`config.mk`:
```
export PLATFORM = sky130hd
export DESIGN_NAME = fifo_wr_arbiter_flat
export DESIGN_NICKNAME = d
export VERILOG_FILES = /design/src/rtl/fifo_wr_arbiter_if.sv /design/src/rtl/fifo_wr_arbiter.sv /design/src/flat_wrapper.sv
export SDC_FILE = /design/constraint.sdc
export NUM_CORES = 1
export LEC_CHECK = 0
export ABC_AREA = 1
export BUFFER_PORTS_ARGS = -buffer_cell sky130_fd_sc_hd__buf_2
export CAP_MARGIN = 20
export CORE_ASPECT_RATIO = 0.75
export CORE_MARGIN = 1.5
export CORE_UTILIZATION = 30
export DETAILED_ROUTE_END_ITERATION = 10
export PLACE_DENSITY = 0.6
export SLEW_MARGIN = 10
export SYNTH_ARGS = -nofsm -noshare
export SYNTH_HDL_FRONTEND = slang
export SYNTH_SLANG_ARGS = --single-unit
```
`constraint.sdc`:
```
create_clock -name clk -period 2.1 [get_ports clk]
set_input_delay 0.42 -clock clk [delete_from_list [all_inputs] [get_ports clk]]
set_output_delay 0.42 -clock clk [all_outputs]
set_load 0.05 [all_outputs]
```
`src/rtl/fifo_wr_arbiter_if.sv`:
```
// -----------------------------------------------------------------------------
// fifo_wr_arbiter_if
// Bundles the requester side and the FIFO write side of fifo_wr_arbiter.
//
// Signals:
//   req       requester -> arbiter  per-requester request, held while a word waits
//   req_data  requester -> arbiter  packed words, requester i at [i*DATA_WIDTH +: DATA_WIDTH]
//   fifo_full FIFO      -> arbiter  FIFO full flag
//   gnt       arbiter   -> requester one-hot accept strobe
//   wr        arbiter   -> FIFO     write strobe
//   wr_data   arbiter   -> FIFO     write word (zero when wr=0)
//   owner     arbiter   -> observer current / most recent burst owner
//   busy      arbiter   -> observer high while a burst is in progress
//
// Modports:
//   slave  : the arbiter's view
//   master : the environment's view (requesters + FIFO)
// -----------------------------------------------------------------------------
interface fifo_wr_arbiter_if #(
  parameter int NUM_REQ    = 4,
  parameter int DATA_WIDTH = 8
);
  localparam int OWN_W = $clog2(NUM_REQ);

  logic [NUM_REQ-1:0]            req;
  logic [NUM_REQ*DATA_WIDTH-1:0] req_data;
  logic                          fifo_full;
  logic [NUM_REQ-1:0]            gnt;
  logic                          wr;
  logic [DATA_WIDTH-1:0]         wr_data;
  logic [OWN_W-1:0]              owner;
  logic                          busy;

  modport slave (
    input  req,
    input  req_data,
    input  fifo_full,
    output gnt,
    output wr,
    output wr_data,
    output owner,
    output busy
  );

  modport master (
    output req,
    output req_data,
    output fifo_full,
    input  gnt,
    input  wr,
    input  wr_data,
    input  owner,
    input  busy
  );
endinterface

```
`src/rtl/fifo_wr_arbiter.sv`:
```
// -----------------------------------------------------------------------------
// fifo_wr_arbiter
// Shares one FIFO write port between NUM_REQ requesters. Arbitration is
// round-robin; the winner keeps the port for up to MAX_BURST accepted words.
// A write is never issued while the FIFO reports full.
//
// Ports:
//   clk    input   single clock
//   rst_n  input   synchronous, active-low reset
//   bus    slave   fifo_wr_arbiter_if: req, req_data, fifo_full in;
//                  gnt, wr, wr_data, owner, busy out
//
// Timing: an IDLE cycle is spent choosing the owner, so the first write of a
// burst appears one cycle after the request is seen; back-to-back bursts are
// separated by exactly one IDLE cycle.
// -----------------------------------------------------------------------------
module fifo_wr_arbiter #(
  parameter int NUM_REQ    = 4,
  parameter int DATA_WIDTH = 8,
  parameter int MAX_BURST  = 4
) (
  input  logic               clk,
  input  logic               rst_n,
  fifo_wr_arbiter_if.slave   bus
);

  localparam int OWN_W = $clog2(NUM_REQ);
  localparam int BC_W  = $clog2(MAX_BURST + 1);

  typedef enum logic [0:0] {
    S_IDLE  = 1'b0,
    S_BURST = 1'b1
  } state_t;

  // Registered state
  state_t            r_state;
  logic [OWN_W-1:0]  r_rr_ptr;
  logic [OWN_W-1:0]  r_owner;
  logic [BC_W-1:0]   r_beat_cnt;

  // Next-state values
  state_t            w_state_nxt;
  logic [OWN_W-1:0]  w_rr_ptr_nxt;
  logic [OWN_W-1:0]  w_owner_nxt;
  logic [BC_W-1:0]   w_beat_cnt_nxt;

  // Datapath / decode
  logic              w_pick_vld;
  logic [OWN_W-1:0]  w_pick_idx;
  logic              w_own_req;
  logic [DATA_WIDTH-1:0] w_own_data;
  logic              w_accept;
  logic [OWN_W-1:0]  w_owner_inc;
  logic [BC_W-1:0]   w_beat_inc;
  logic              w_last_beat;
  logic [NUM_REQ-1:0]    w_gnt;
  logic                  w_wr;
  logic [DATA_WIDTH-1:0] w_wr_data;

  // Round-robin pick: first set request at or above r_rr_ptr, wrapping.
  // Scanning the offsets from highest to lowest lets the smallest offset win.
  always_comb begin
    int               v_idx;
    logic [OWN_W-1:0] v_sel;
    w_pick_vld = 1'b0;
    w_pick_idx = '0;
    v_idx      = 0;
    v_sel      = '0;
    for (int k = NUM_REQ - 1; k >= 0; k--) begin
      v_idx = (int'(r_rr_ptr) + k) % NUM_REQ;
      v_sel = OWN_W'(v_idx);
      if (bus.req[v_sel]) begin
        w_pick_vld = 1'b1;
        w_pick_idx = v_sel;
      end
    end
  end

  // Owner's request and word, selected with a compare mux so any NUM_REQ works.
  always_comb begin
    w_own_req  = 1'b0;
    w_own_data = '0;
    for (int i = 0; i < NUM_REQ; i++) begin
      if (r_owner == OWN_W'(i)) begin
        w_own_req  = bus.req[i];
        w_own_data = bus.req_data[i*DATA_WIDTH +: DATA_WIDTH];
      end
    end
  end

  assign w_owner_inc = (r_owner == OWN_W'(NUM_REQ - 1)) ? '0 : r_owner + 1'b1;
  assign w_beat_inc  = r_beat_cnt + 1'b1;
  assign w_last_beat = (w_beat_inc == BC_W'(MAX_BURST));

  // Accept only in BURST, only for a pending owner word, only with FIFO room.
  // Reset gates the strobe so nothing is written during a reset cycle.
  assign w_accept = rst_n && (r_state == S_BURST) && w_own_req && !bus.fifo_full;

  // Next-state logic
  always_comb begin
    w_state_nxt    = r_state;
    w_rr_ptr_nxt   = r_rr_ptr;
    w_owner_nxt    = r_owner;
    w_beat_cnt_nxt = r_beat_cnt;
    unique case (r_state)
      S_IDLE: begin
        if (!bus.fifo_full && w_pick_vld) begin
          w_owner_nxt    = w_pick_idx;
          w_beat_cnt_nxt = '0;
          w_state_nxt    = S_BURST;
        end
      end
      S_BURST: begin
        if (!w_own_req) begin
          // Owner released: leave without taking a word this cycle.
          w_state_nxt  = S_IDLE;
          w_rr_ptr_nxt = w_owner_inc;
        end else if (w_accept) begin
          w_beat_cnt_nxt = w_beat_inc;
          if (w_last_beat) begin
            w_state_nxt  = S_IDLE;
            w_rr_ptr_nxt = w_owner_inc;
          end
        end
        // Otherwise the FIFO is full: hold everything and retry.
      end
      default: w_state_nxt = S_IDLE;
    endcase
  end

  // Output decode
  always_comb begin
    w_gnt     = '0;
    w_wr      = w_accept;
    w_wr_data = '0;
    if (w_accept) begin
      w_gnt[r_owner] = 1'b1;
      w_wr_data      = w_own_data;
    end
  end

  // State registers
  always_ff @(posedge clk) begin
    if (!rst_n) begin
      r_state    <= S_IDLE;
      r_rr_ptr   <= '0;
      r_owner    <= '0;
      r_beat_cnt <= '0;
    end else begin
      r_state    <= w_state_nxt;
      r_rr_ptr   <= w_rr_ptr_nxt;
      r_owner    <= w_owner_nxt;
      r_beat_cnt <= w_beat_cnt_nxt;
    end
  end

  assign bus.gnt     = w_gnt;
  assign bus.wr      = w_wr;
  assign bus.wr_data = w_wr_data;
  assign bus.owner   = r_owner;
  assign bus.busy    = (r_state == S_BURST);

endmodule

```
`src/flat_wrapper.sv`:
```
// flat-port wrapper written by rule: the top's interface ports become plain ports
module fifo_wr_arbiter_flat 
#(
  parameter int NUM_REQ    = 4,
  parameter int DATA_WIDTH = 8,
  parameter int MAX_BURST  = 4
)
  (clk, rst_n, bus_req, bus_req_data, bus_fifo_full, bus_gnt, bus_wr, bus_wr_data, bus_owner, bus_busy);
  fifo_wr_arbiter_if #(.NUM_REQ(NUM_REQ), .DATA_WIDTH(DATA_WIDTH)) bus_i ();
  input  logic clk;
  input  logic rst_n;
  input wire logic [$bits(bus_i.req)-1:0] bus_req;
  input wire logic [$bits(bus_i.req_data)-1:0] bus_req_data;
  input wire logic [$bits(bus_i.fifo_full)-1:0] bus_fifo_full;
  output wire logic [$bits(bus_i.gnt)-1:0] bus_gnt;
  output wire logic [$bits(bus_i.wr)-1:0] bus_wr;
  output wire logic [$bits(bus_i.wr_data)-1:0] bus_wr_data;
  output wire logic [$bits(bus_i.owner)-1:0] bus_owner;
  output wire logic [$bits(bus_i.busy)-1:0] bus_busy;
  assign bus_i.req = bus_req;
  assign bus_i.req_data = bus_req_data;
  assign bus_i.fifo_full = bus_fifo_full;
  assign bus_gnt = bus_i.gnt;
  assign bus_wr = bus_i.wr;
  assign bus_wr_data = bus_i.wr_data;
  assign bus_owner = bus_i.owner;
  assign bus_busy = bus_i.busy;
  fifo_wr_arbiter #(.NUM_REQ(NUM_REQ), .DATA_WIDTH(DATA_WIDTH), .MAX_BURST(MAX_BURST)) u_core (.clk(clk), .rst_n(rst_n), .bus(bus_i));
endmodule
```
======== Yosys cells after proc, flatten, opt, wreduce, memory -nomap -nowiden ========
Cells that the tools add are included.
operators by class
  add/subtract/negate cells ............... 5
  $lt $le $gt $ge ......................... 6
  equality and inequality tests ........... 9
  muxes and demuxes ....................... 41
  bitwise logic cells ..................... 1
  reductions and logical operators ........ 10
operator list
  kind                 count
  $mux 8               5
  $mux 1               17
  $mux 2               8
  $lt 2x3->1 const B   5
  $mux 3               3
  $bmux 1 s2           4
  $ne 2x2->1 const B   4
  $pmux 3 s2           1
  $reduce_and 3->1     2
  $logic_and 1x1->1    5
  $add 2x1->2 const B  2
  $add 2x2->2 const B  2
  $eq 2x2->1 const B   2
  $mux 4               1
  $add 3x1->3 const B  1
  $eq 3x3->1 const B   1
  $demux 1 s2          1
  $eq 2x1->1 const B   1
  $ge 2x1->1 const B   1
  $logic_not 2->1      1
  $ne 2x1->1 const B   1
  $pmux 1 s2           1
  $reduce_and 2->1     1
  $logic_not 1->1      1
  $not 1->1            1
word-level totals
  bits in registers ....................... 8
  input port bits ......................... 39
  output and inout port bits .............. 16
  word-level logic and storage cells ...... 76

======== Longest topological paths before layout ========
Gate-level depths: netlist of the first run.
  depth after elaboration ................. 10
  mapped depth ............................ 12

======== Worst setup path before layout of the first run ========
Ideal clock, no wire load.
  path kind ............................... reg2out
  from .................................... reg u_core.r_owner[1], in the netlist u_core.bus.owner[1]
  to ...................................... out bus_wr_data[0]
  data arrival time ....................... 2.774 ns
  required time ........................... 1.680 ns
  path slack .............................. -1.094 ns
  stages on the path, launching flop included .. 11
  path buffers ............................ 1
  cell sequence ........................... dfxtp_1 > inv_1 > ha_1 > buf_6 > inv_2 > nand2_1 > inv_1 > nand2_1 > nand2_1 > o21ai_0 > a211oi_1
between the ends
  cells in the longest elaborated chain, start to end .. 8
  elaborated cells between the ends (all ways) .. 15
RTL lines
  element                         RTL line                source
  start, declared                 fifo_wr_arbiter.sv:38   logic [OWN_W-1:0] r_owner;
  start signal, assigned          fifo_wr_arbiter.sv:152  r_owner <= w_owner_nxt;
  $logic_not 2->1                 fifo_wr_arbiter.sv:84   if (r_owner == OWN_W'(i)) begin
  $mux 1 (4 in a row)             fifo_wr_arbiter.sv:84
  $logic_and 1x1->1 (2 in a row)  fifo_wr_arbiter.sv:97   assign w_accept = rst_n && (r_state == S_BURST) && w_own_req && !bus.fifo_full;
  $mux 8 (*)                      fifo_wr_arbiter.sv:136  if (w_accept) begin
  end, declared                   flat_wrapper.sv:17      output wire logic [$bits(bus_i.wr_data)-1:0] bus_wr_data;
Every way passes the cells marked *; elsewhere a longest branch is shown, timed or not.

======== Final worst setup path of the first run ========
Same ends and word-level chain as after synthesis.

==> results of run 1 <==
-- placed cells by master (no fill, tap or decap), drive strengths merged --
cell and n:
inv 15, a21oi 16, a22oi 6, nand2 59, clkinv 1, xor2 1, nor3 1, nor2 13
clkbuf 3, o21ai 12, dfxtp 8, nand4 1, nand3 7, ha 6, a211oi 2, clkinvlp 2
o211ai 5, buf 74
-- through the flow --
stage          cells  utilization (%)  worst slack [ns]
2_1_floorplan    160                -           -0.0834
3_3_place_gp     259             50.2            0.0420
3_5_place_dp     259             50.2           -0.0146
4_1_cts          269             57.4           -0.0999
5_1_grt          270             59.4            -0.172
6_report         270             59.4            -0.106
-- worst max-delay path: cells and delay by family, from the launching register on --
kind | cells | cell delay (ns)
compound gates | 2 | 0.27
fa+ha+maj | 1 | 0.18
buf+inv | 4 | 0.46
flops | 1 | 0.36
simple gates | 4 | 0.27
-- Yosys cell counts --
library cell  count  area (sq um)
buf_2             2          10.0
nor3_2            1          10.0
a211oi_1          2          15.0
inv_1            13          48.8
o21ai_0           6          30.0
nand3_4           1          17.5
ha_1              6          75.1
nand2_4           1          11.3
nand2_2          13          81.3
clkinv_1          1          3.75
clkbuf_1          2          7.51
inv_2             2          7.51
nor2_1           12          45.0
a22oi_1           6          45.0
a21oi_1          16          80.1
nand3_1           6          30.0
nand2_1          45           169
o21ai_1           6          30.0
inv_6             1          8.76
dfxtp_1           8           160
nor2_2            1          6.26
nand4_1           1          6.26
buf_6             2          22.5
o211ai_1          5          37.5
xor2_1            1          8.76
-- state kept, by name (all words and copies together) (netlist names) --
| register | cells |
|---|---|
| u_core.bus.busy | 1 |
| u_core.bus.owner | 2 |
| u_core.r_beat_cnt | 3 |
| u_core.r_rr_ptr | 2 |
-- cell families after synthesis --
logic type | after synthesis
compound gates | 41
simple gates | 81
xor+xnor | 1
fa+ha+maj | 6
flops | 8
buf+inv | 23
-- power by group through the flow --
| stage | sequential [W] | clock, W | combinational (W) |
|---|---|---|---|
| floorplan | 0.000225 | 0 | 0.000423 |
| global placement | 0.000203 | 0 | 0.000581 |
| detailed placement | 0.000204 | 0 | 0.000596 |
| CTS | 0.000205 | 0.000185 | 0.000656 |
| global route | 0.000207 | 0.000197 | 0.000779 |
| finish | 0.000203 | 0.000182 | 0.000712 |
-- final cells by class --
class                      instances  share of cell area (%)
tap                               38                    2.67
clock buffer                       3                    2.32
timing repair buffer              74                    29.7
multi-input combinational        129                    51.0
timing repair inverter             1                   0.421
inverter                          17                    4.49
sequential                         8                    9.40
-- worst min-delay path by stage --
stage,endpoint,slack (ns),cells past startpoint
finish,u_core.r_beat_cnt[2],0.50,2
CTS,u_core.r_beat_cnt[2],0.49,2
floorplan,u_core.r_beat_cnt[2],0.47,2
global route,u_core.r_beat_cnt[2],0.53,2
detailed placement,u_core.r_beat_cnt[2],0.49,2
global placement,u_core.r_beat_cnt[2],0.48,2
-- timing repair --
item | CTS | global route
cloned | 1 | 0
pin swaps | 2 | 5
gates resized for setup | 39 | 12
setup endpoints to repair | 13 | 13
hold endpoints to repair | 0 | 0
buffers inserted | 6 | 1
-- routing by layer --
metal | vias up | global-route usage (%)
met5 | - | 0
met4 | 0 | 4.00
met3 | 4 | 2.80
met2 | 35 | 36.1
met1 | 627 | 25.0
li1 | 668 | -
==> metrics.md, run 1 <==
| Metric | Value |
|---|---|
| Status | finished, violations left |
| Failing checks | setup timing |
| Yosys Warn Count | 0 |
| Critical-path cell list | inv_4 > ha_4 > inv_4 > nand2_4 > o21ai_2 > nand2_1 > nand2_2 > nand2_4 > buf_12 > a211oi_4 > buf_6 |
| Crit Reg-Reg Endpoint | u_core.r_rr_ptr[1] |
| CTS sink count | 8 |
| Core Area | 3000 sq um |
| Hold Fails Final Rpt | 0 |
| Final HPWL DP | 2600 um |
| Via density | 4.94 |
| Port bufs | 54 |
| Total CTS buffers | 3 |
| Highest Signal Layer | met4 |
| Distinct cells, synth | 25 |
| Area Growth Syn to Fin | 84.3% |
| XOR/XNOR Fraction of Synth Area | 0.906% |
| Fillers | 263 |
| Synth Instances | 160 |
| Antenna Violating Nets Remaining | 0 |
| Met2 WL | roughly 1800 um |
| Max VDD drop | between 0.2 and 0.25 mV |
| Met3 WL | 161 um |
| Top Ports | 55 |
| ANT cells | 0 |
| Final Worst Setup Slack | -0.106 ns |
| Tightest Pin Transition | 0.419 ns |
| Leakage power | between 0.8 and 0.9 nW |
| Clock period minus worst slack | 2.21 ns |
| Via count | around 1,300 |
| Global-route wire length before repair | 5440 um |
| Post-synthesis compound-gate area fraction | 24.6% |
| Simple-Gate Fraction of Synth Area | 38.9% |
| Netlist Area Pre-Place | 967 sq um |
| Clock latency on the worst-skew pair | between 0.2 and 0.25 ns |
| Yosys reg bits | 8 |
| Share of layout cells above drive strength 1 | 56.0% |
| R2r setup slk | 0.41 ns |
| Drt pass-1 iters | 4 |
| Net switching power | ~0.00052 W |
| Worst hold margin | approximately 0.5 ns |
| Maximum clock insertion buffer count | 2 |
| CTS Hold Bufs | 0 |
| Crit path capture type | output port |
| Worst hold path type | flip-flop to flip-flop |
| Largest family of logic cells by synthesized area | simple AND/OR/NAND/NOR gates |
| Row cnt | 17 |
| Post-Route WL | 3500 um |
| CP Class | flip-flop to output port |
| DP Area | 1510 sq um |
| Drt wl/cell | about 13 um |
| Fmax | 453 MHz |
| Die height | 52.2 um |
| Max_cap viols | 0 |
| Largest stage delay on the critical path | 0.36 ns |
| Int Pwr | 0.000580 W |
| Data required, critical path | approximately 1.7 ns |
| Final Cell Area | 1780 sq um |
| Vias in the first global route | 1,260 |
| Clk pwr share | roughly 17% |
| Crit path to | bus_wr_data[0] |
| CP startpoint kind | flip-flop |
| Slowest CP cell | dfxtp_4 |
| Largest net degree at the start of global routing | 11 |
| Initial core utilization | 32.2% |
| PwrDens | 615 nW/um^2 |
| Worst-path clk slew | 0.04 ns |
| Critical path origin | u_core.bus.owner[1] |
| CTS H-Tree Depth | 1 |
| Adder-cell area share of the yosys netlist | 7.76% |
| Area occupied by multi-input gates | between 900 and 1000 sq um |
| Die area | 3580 sq um |
| Post-route DRC violation count | 0 |
| Post-route met1 wirelength | about 1500 um |
| Initial antenna violation count | 0 |
| Fin. max-slew vios | 0 |
| Final number of setup-violating endpoints | 13 |
| CTS tree | built |
| Clock Skews | around 0.0042 ns |
| Seq. cell area | 168 sq um |
| Overall routing resource usage | 20.0% |
| Min-delay src | u_core.r_beat_cnt[2] |
| Syn Nets | between 200 and 250 |
| Grt ovf | 0 |
| CP arrival | 1.79 ns |
| Register-to-Register Path Depth | 12 |
| Slew Limit Headroom | 72.1% |
| Synth Area per Inst | between 6 and 7 sq um |
| Sequential Power Share | ~19% |
| Tot Pwr | about 0.0011 W |
| Multiplexer share of the synthesized area | 0% |
| Setup TNS | -0.573 ns |
| Final #Nets | 279 |
| Sw frac | 47.1% |
| Combinational power share | 64.9% |
| RD Place Congestion | 0.799 |
| Clock root buffer | clkbuf_8 |
| DRT iter0 DRCs | 70 |
| R2r startpoint | u_core.bus.owner[1] |
| Crit share post-route | 105% |
| RSZ-0062 raised after global routing | true |
| Sequential area share after synthesis | approximately 17% |
| Crit path max fanout | 7 |
| Die width | 68.6 um |
No activity file was read; power rests on OpenSTA's default activity.
==> run 2: changes to the inputs <==
- CAP_MARGIN: 20 -> default
- CORE_UTILIZATION: 30 -> 39
- PLACE_DENSITY: 0.6 -> 0.77
- clock period: 2.1 -> 1.82 ns (I/O delays scaled with it)
==> metrics.md, run 2 (synthesis results as in run 1) <==
| Metric | Value |
|---|---|
| Register-to-Register Path Depth | 14 |
| Hold path cells | 4 |
| CP Class | flip-flop to output port |
| Final number of setup-violating endpoints | 13 |
| Initial antenna violation count | 0 |
| Final HPWL DP | 2760 um |
| Antenna Violating Nets Remaining | 0 |
| Max_cap viols | 0 |
| Global-route wire length before repair | around 5800 um |
| Commonest non-fill, non-tap cell in the layout | nand2_1 |
| Delay-heaviest family, CP | buffers and inverters |
| Slew Limit Headroom | 70.5% |
| Via count | 1,395 |
| Area Growth Syn to Fin | 84.9% |
| Leakage power | 0.864 nW |
| Tightest Pin Transition | 0.442 ns |
| Post-route DRC violation count | 0 |
| RSZ-0062 raised after global routing | true |
| DRT iter0 DRCs | 54 |
| Die width | 60.5 um |
| Fin. max-slew vios | 0 |
| Worst hold path type | input port to flip-flop |
| Critical Path Stages | 12 |
| Worst Path Buf+Inv | 6 |
| Critical-path cell list | inv_4 > ha_4 > buf_4 > a21oi_2 > o21ai_2 > nand2_1 > nand2_2 > nand2_4 > buf_12 > buf_4 > inv_4 > buf_8 |
| Crit path max fanout | 5 |
| Slowest CP cell | dfxtp_4 |
| Final Cell Area | 1790 sq um |
| ANT cells | 0 |
| Fmax | 447 MHz |
| Grt ovf | 0 |
| Clk pwr share | 11.9% |
| Via density | roughly 5 |
| Sequential Power Share | 19.7% |
| Data required, critical path | 1.46 ns |
| Int Pwr | between 0.0005 and 0.0006 W |
| Seq. cell area | around 170 sq um |
| Row cnt | 15 |
| Port bufs | between 50 and 60 |
| Largest stage delay on the critical path | 0.37 ns |
| Drt wl/cell | 13.6 um |
| Sw frac | 49.8% |
| Total CTS buffers | 3 |
| CTS H-Tree Depth | 1 |
| Clock period minus worst slack | 2.24 ns |
| Clock root buffer | clkbuf_4 |
| Fillers | 167 |
| CTS tree | built |
| Share of layout cells above drive strength 1 | 54.8% |
| Status | finished, violations left |
| Combinational power share | 68.4% |
| Drt pass-1 iters | 4 |
| Max reg flops | 3 |
| CTS sink count | 8 |
| Crit share post-route | 123% |
| Clock latency on the worst-skew pair | between 0.2 and 0.3 ns |
| Largest net degree at the start of global routing | 11 |
| DP Area | 1570 sq um |
| Vias in the first global route | 1,372 |
| Crit path capture type | output port |
| Final design utilization | between 70% and 80% |
| Failing checks | setup timing |
| Clock Skews | between 0.0015 and 0.002 ns |
| Post-Route WL | 3710 um |
| PwrDens | ~670 nW/um^2 |
| CP startpoint kind | flip-flop |
| Most frequent cells in the layout | nand2_1 (44), buf_2 (41), buf_4 (25) |
| Biggest register | u_core.r_beat_cnt |
| Initial core utilization | between 40% and 50% |
| Top Ports | 55 |
| Area occupied by multi-input gates | 878 sq um |
| Final Worst Setup Slack | -0.418 ns |
| RD Place Congestion | 0.816 |
| Final #Nets | about 290 |
| Overall routing resource usage | roughly 28% |
| R2r setup slk | 0.03 ns |
| Die height | 46.1 um |
| Core Area | 2330 sq um |
| Maximum clock insertion buffer count | 2 |
| Hold Fails Final Rpt | 0 |
| Max VDD drop | 0.448 mV |
| Worst-path clk slew | 0.05 ns |
| CP arrival | 1.87 ns |
| Net switching power | approximately 0.00059 W |
| Die area | 2790 sq um |
==> run 2: cell types whose count changed in the layout (fill, tap and decap cells not counted), sizes merged <==
cell  before  now
buf       74   81
==> run 2: timing repair <==
| action | 4_1_cts | 5_1_grt |
|---|---|---|
| cloned | 1 | 0 |
| buffers inserted | 3 | 3 |
| pin swaps | 3 | 1 |
| hold buffers | 0 | 0 |
| resized for setup | 34 | 9 |
| endpoints found under the setup margin | 13 | 13 |
==> run 2: cell type report <==
| cell class | instances | area share [%] |
|---|---|---|
| clock buffer | 3 | 1.26 |
| inverter | 17 | 4.62 |
| multi-input combinational | 129 | 49.1 |
| sequential | 8 | 9.38 |
| tap | 34 | 2.38 |
| timing repair buffer | 81 | 32.8 |
| timing repair inverter | 1 | 0.420 |
==> run 2: per-stage QoR <==
step           TNS (ns)  setup WS, ns  cells  hold slack, ns  total power, W
6_report          -4.98        -0.418    273           0.479         0.00119
5_1_grt           -5.82        -0.481    273           0.479         0.00128
4_1_cts           -4.59        -0.392    270           0.468         0.00116
3_5_place_dp      -2.84        -0.271    263           0.493        0.000943
3_3_place_gp      -1.44        -0.151    263           0.477        0.000912
2_1_floorplan     -3.68        -0.307    160           0.470        0.000747
==> run 2: final timing paths <==
kind                   startpoint              endpoint
max           u_core.bus.owner[1]                bus_wr
min                         rst_n   u_core.bus.owner[1]
max reg2reg   u_core.bus.owner[1]  u_core.r_beat_cnt[1]
min reg2reg  u_core.r_beat_cnt[2]  u_core.r_beat_cnt[2]
==> run 2: per-layer routing <==
layer / wire length [um] / global-route usage (%) / part of all wire [%]
met5: 0 / 0 / 0
met4: 75 / 7.39 / 2.0
met3: 180 / 6.46 / 4.8
met2: 1910 / 50.2 / 51
met1: 1550 / 33.5 / 42
==> run 2: power by group through the flow <==
stage               sequential, W  clock (W)  combinational [W]
finish                   0.000235   0.000142           0.000816
global route             0.000238   0.000153           0.000885
CTS                      0.000233   0.000145           0.000780
detailed placement       0.000235          0           0.000709
global placement         0.000232          0           0.000680
floorplan                0.000259          0           0.000488
==> run 2: worst min-delay path, cell delays in order <==
cell	delay (ns)
buf_2	0.11
buf_4	0.14
nand2_1	0.06
nor2_1	0.03
==> run 3: changes to the inputs <==
- PLACE_DENSITY: 0.77 -> 0.75
==> metrics.md, run 3 (synthesis results as in run 1) <==
| Metric | Value |
|---|---|
| Clock period minus worst slack | ~2.3 ns |
| Core Area | 2330 sq um |
| CTS tree | built |
| Final HPWL DP | 2620 um |
| Die width | 60.5 um |
| Worst-path clk slew | 0.06 ns |
| Post-route DRC violation count | 0 |
| Delay-heaviest family, CP | buffers and inverters |
| CP startpoint kind | flip-flop |
| Via count | 1,483 |
| Port bufs | between 50 and 60 |
| Hold Path Sink | u_core.r_beat_cnt[2] |
| Combinational power share | 71.7% |
| Crit share post-route | 125% |
| Grt ovf | 0 |
| ANT cells | 0 |
| Critical-path cell list | buf_4 > ha_4 > a21oi_1 > nand2_1 > nand2_2 > nand2_4 > buf_12 > a21oi_4 > buf_6 |
| Vias in the first global route | about 1,300 |
| Largest stage delay on the critical path | 0.36 ns |
| Biggest register | u_core.r_beat_cnt |
| Row cnt | 15 |
| Share of layout cells above drive strength 1 | 57.4% |
| Final number of setup-violating endpoints | 13 |
| Clock root buffer | clkbuf_4 |
| Post-Route WL | between 4000 and 5000 um |
| Max reg flops | 3 |
| Worst Path Buf+Inv | 3 |
| CP Class | flip-flop to output port |
| Clk pwr share | 10.6% |
| Min-delay src | rst_n |
| Failing checks | setup timing |
| Net switching power | 0.000654 W |
| RD Place Congestion | 0.839 |
| Fmax | 438 MHz |
| Commonest non-fill, non-tap cell in the layout | nand2_1 |
| Data required, critical path | 1.46 ns |
| Int Pwr | 0.000667 W |
| Initial core utilization | 41.6% |
| Final design utilization | 78.9% |
| Tot Pwr | 0.00132 W |
| R2r startpoint | u_core.bus.owner[1] |
| RSZ-0062 raised after global routing | true |
| Global-route wire length before repair | between 6000 and 7000 um |
| Crit path capture type | output port |
| Maximum clock insertion buffer count | 2 |
| Clock latency on the worst-skew pair | around 0.26 ns |
| CP arrival | 1.92 ns |
| Die area | 2790 sq um |
| CTS Hold Bufs | 0 |
| Tightest Pin Transition | 0.473 ns |
| CTS H-Tree Depth | 1 |
| PwrDens | approximately 700 nW/um^2 |
| Overall routing resource usage | 29.6% |
| Status | finished, violations left |
| Clock Skews | 0.00750 ns |
| Worst hold margin | 0.492 ns |
| Slew Limit Headroom | 68.4% |
| Via density | 5.37 |
| Final Worst Setup Slack | -0.462 ns |
| Drt pass-1 iters | 4 |
| Fin. max-slew vios | 0 |
| Max VDD drop | 0.335 mV |
| Sequential Power Share | 17.7% |
| Final #Nets | 289 |
| Hold path cells | 4 |
| Slowest CP cell | dfxtp_4 |
| Hold Fails Final Rpt | 0 |
| Crit path max fanout | 7 |
| DRT iter0 DRCs | 91 |
| Critical Path Stages | 9 |
| Initial antenna violation count | 0 |
| Max_cap viols | 0 |
| Sw frac | around 50% |
| Leakage power | 0.892 nW |
| R2r setup slk | 0.03 ns |
| Die height | 46.1 um |
| CTS sink count | 8 |
| Top Ports | 55 |
| Antenna Violating Nets Remaining | 0 |
| Drt wl/cell | around 15 um |
| Area Growth Syn to Fin | 89.9% |
| Register-to-Register Path Depth | 12 |
| Worst hold path type | input port to flip-flop |
| Crit Reg-Reg Endpoint | u_core.r_rr_ptr[1] |
| Largest net degree at the start of global routing | 12 |
| Total CTS buffers | 3 |
| Most frequent cells in the layout | nand2_1 (42), buf_2 (41), buf_4 (27) |
-- run 3: worst min-delay path, delay by kind of cell --
family | cells | cell delay [ns]
buf+inv | 3 | 0.31
compound gates | 1 | 0.03
-- run 3: layout make-up --
class                      count  area (sq um)
timing repair buffer          85           621
inverter                      17          81.3
tap                           34          42.5
sequential                     8           168
clock buffer                   3          22.5
fill                         177           490
multi-input combinational    129           902
-- run 3: timing repair --
action,in CTS,in global routing
gates resized for setup,44,5
setup buffers,7,3
pin swaps,9,1
endpoints found under the setup margin,13,14
-- run 3: worst max-delay path by stage --
stage / start / end / slack [ns]
final: u_core.bus.owner[1] / bus_wr_data[4] / -0.46
after global routing: u_core.bus.owner[1] / bus_wr_data[4] / -0.55
after CTS: u_core.bus.owner[1] / bus_wr_data[4] / -0.36
after detailed placement: u_core.bus.owner[0] / bus_wr_data[4] / -0.28
after global placement: u_core.bus.owner[0] / bus_wr_data[5] / -0.18
after floorplan: u_core.bus.owner[1] / bus_wr_data[1] / -0.31
-- run 3: routing by layer --
layer | vias to the layer above | wire length (um) | GRT usage (%)
met3 | 18 | 198 | 2.81
met5 | - | 0 | 0
met4 | 0 | 138 | 7.83
met2 | 72 | 2120 | 56.1
met1 | 698 | 1670 | 36.0
li1 | 695 | - | -
-- run 3: power by group through the flow --
| stage | logic (W) | clock network [W] | registers, W |
|---|---|---|---|
| floorplan | 0.000488 | 0 | 0.000259 |
| global placement | 0.000691 | 0 | 0.000232 |
| detailed placement | 0.000712 | 0 | 0.000235 |
| CTS | 0.000848 | 0.000143 | 0.000232 |
| global route | 0.00101 | 0.000153 | 0.000237 |
| finish | 0.000947 | 0.000140 | 0.000234 |
-- run 3: per-stage QoR --
step,setup TNS [ns],std cells,setup slack (ns),instance area [sq um]
finish,-5.51,276,-0.462,1840
detailed placement,-3.03,263,-0.280,1570
global placement,-2.11,263,-0.184,1570
global route,-6.62,276,-0.546,1840
floorplan,-3.68,160,-0.307,1140
CTS,-4.10,273,-0.357,1800
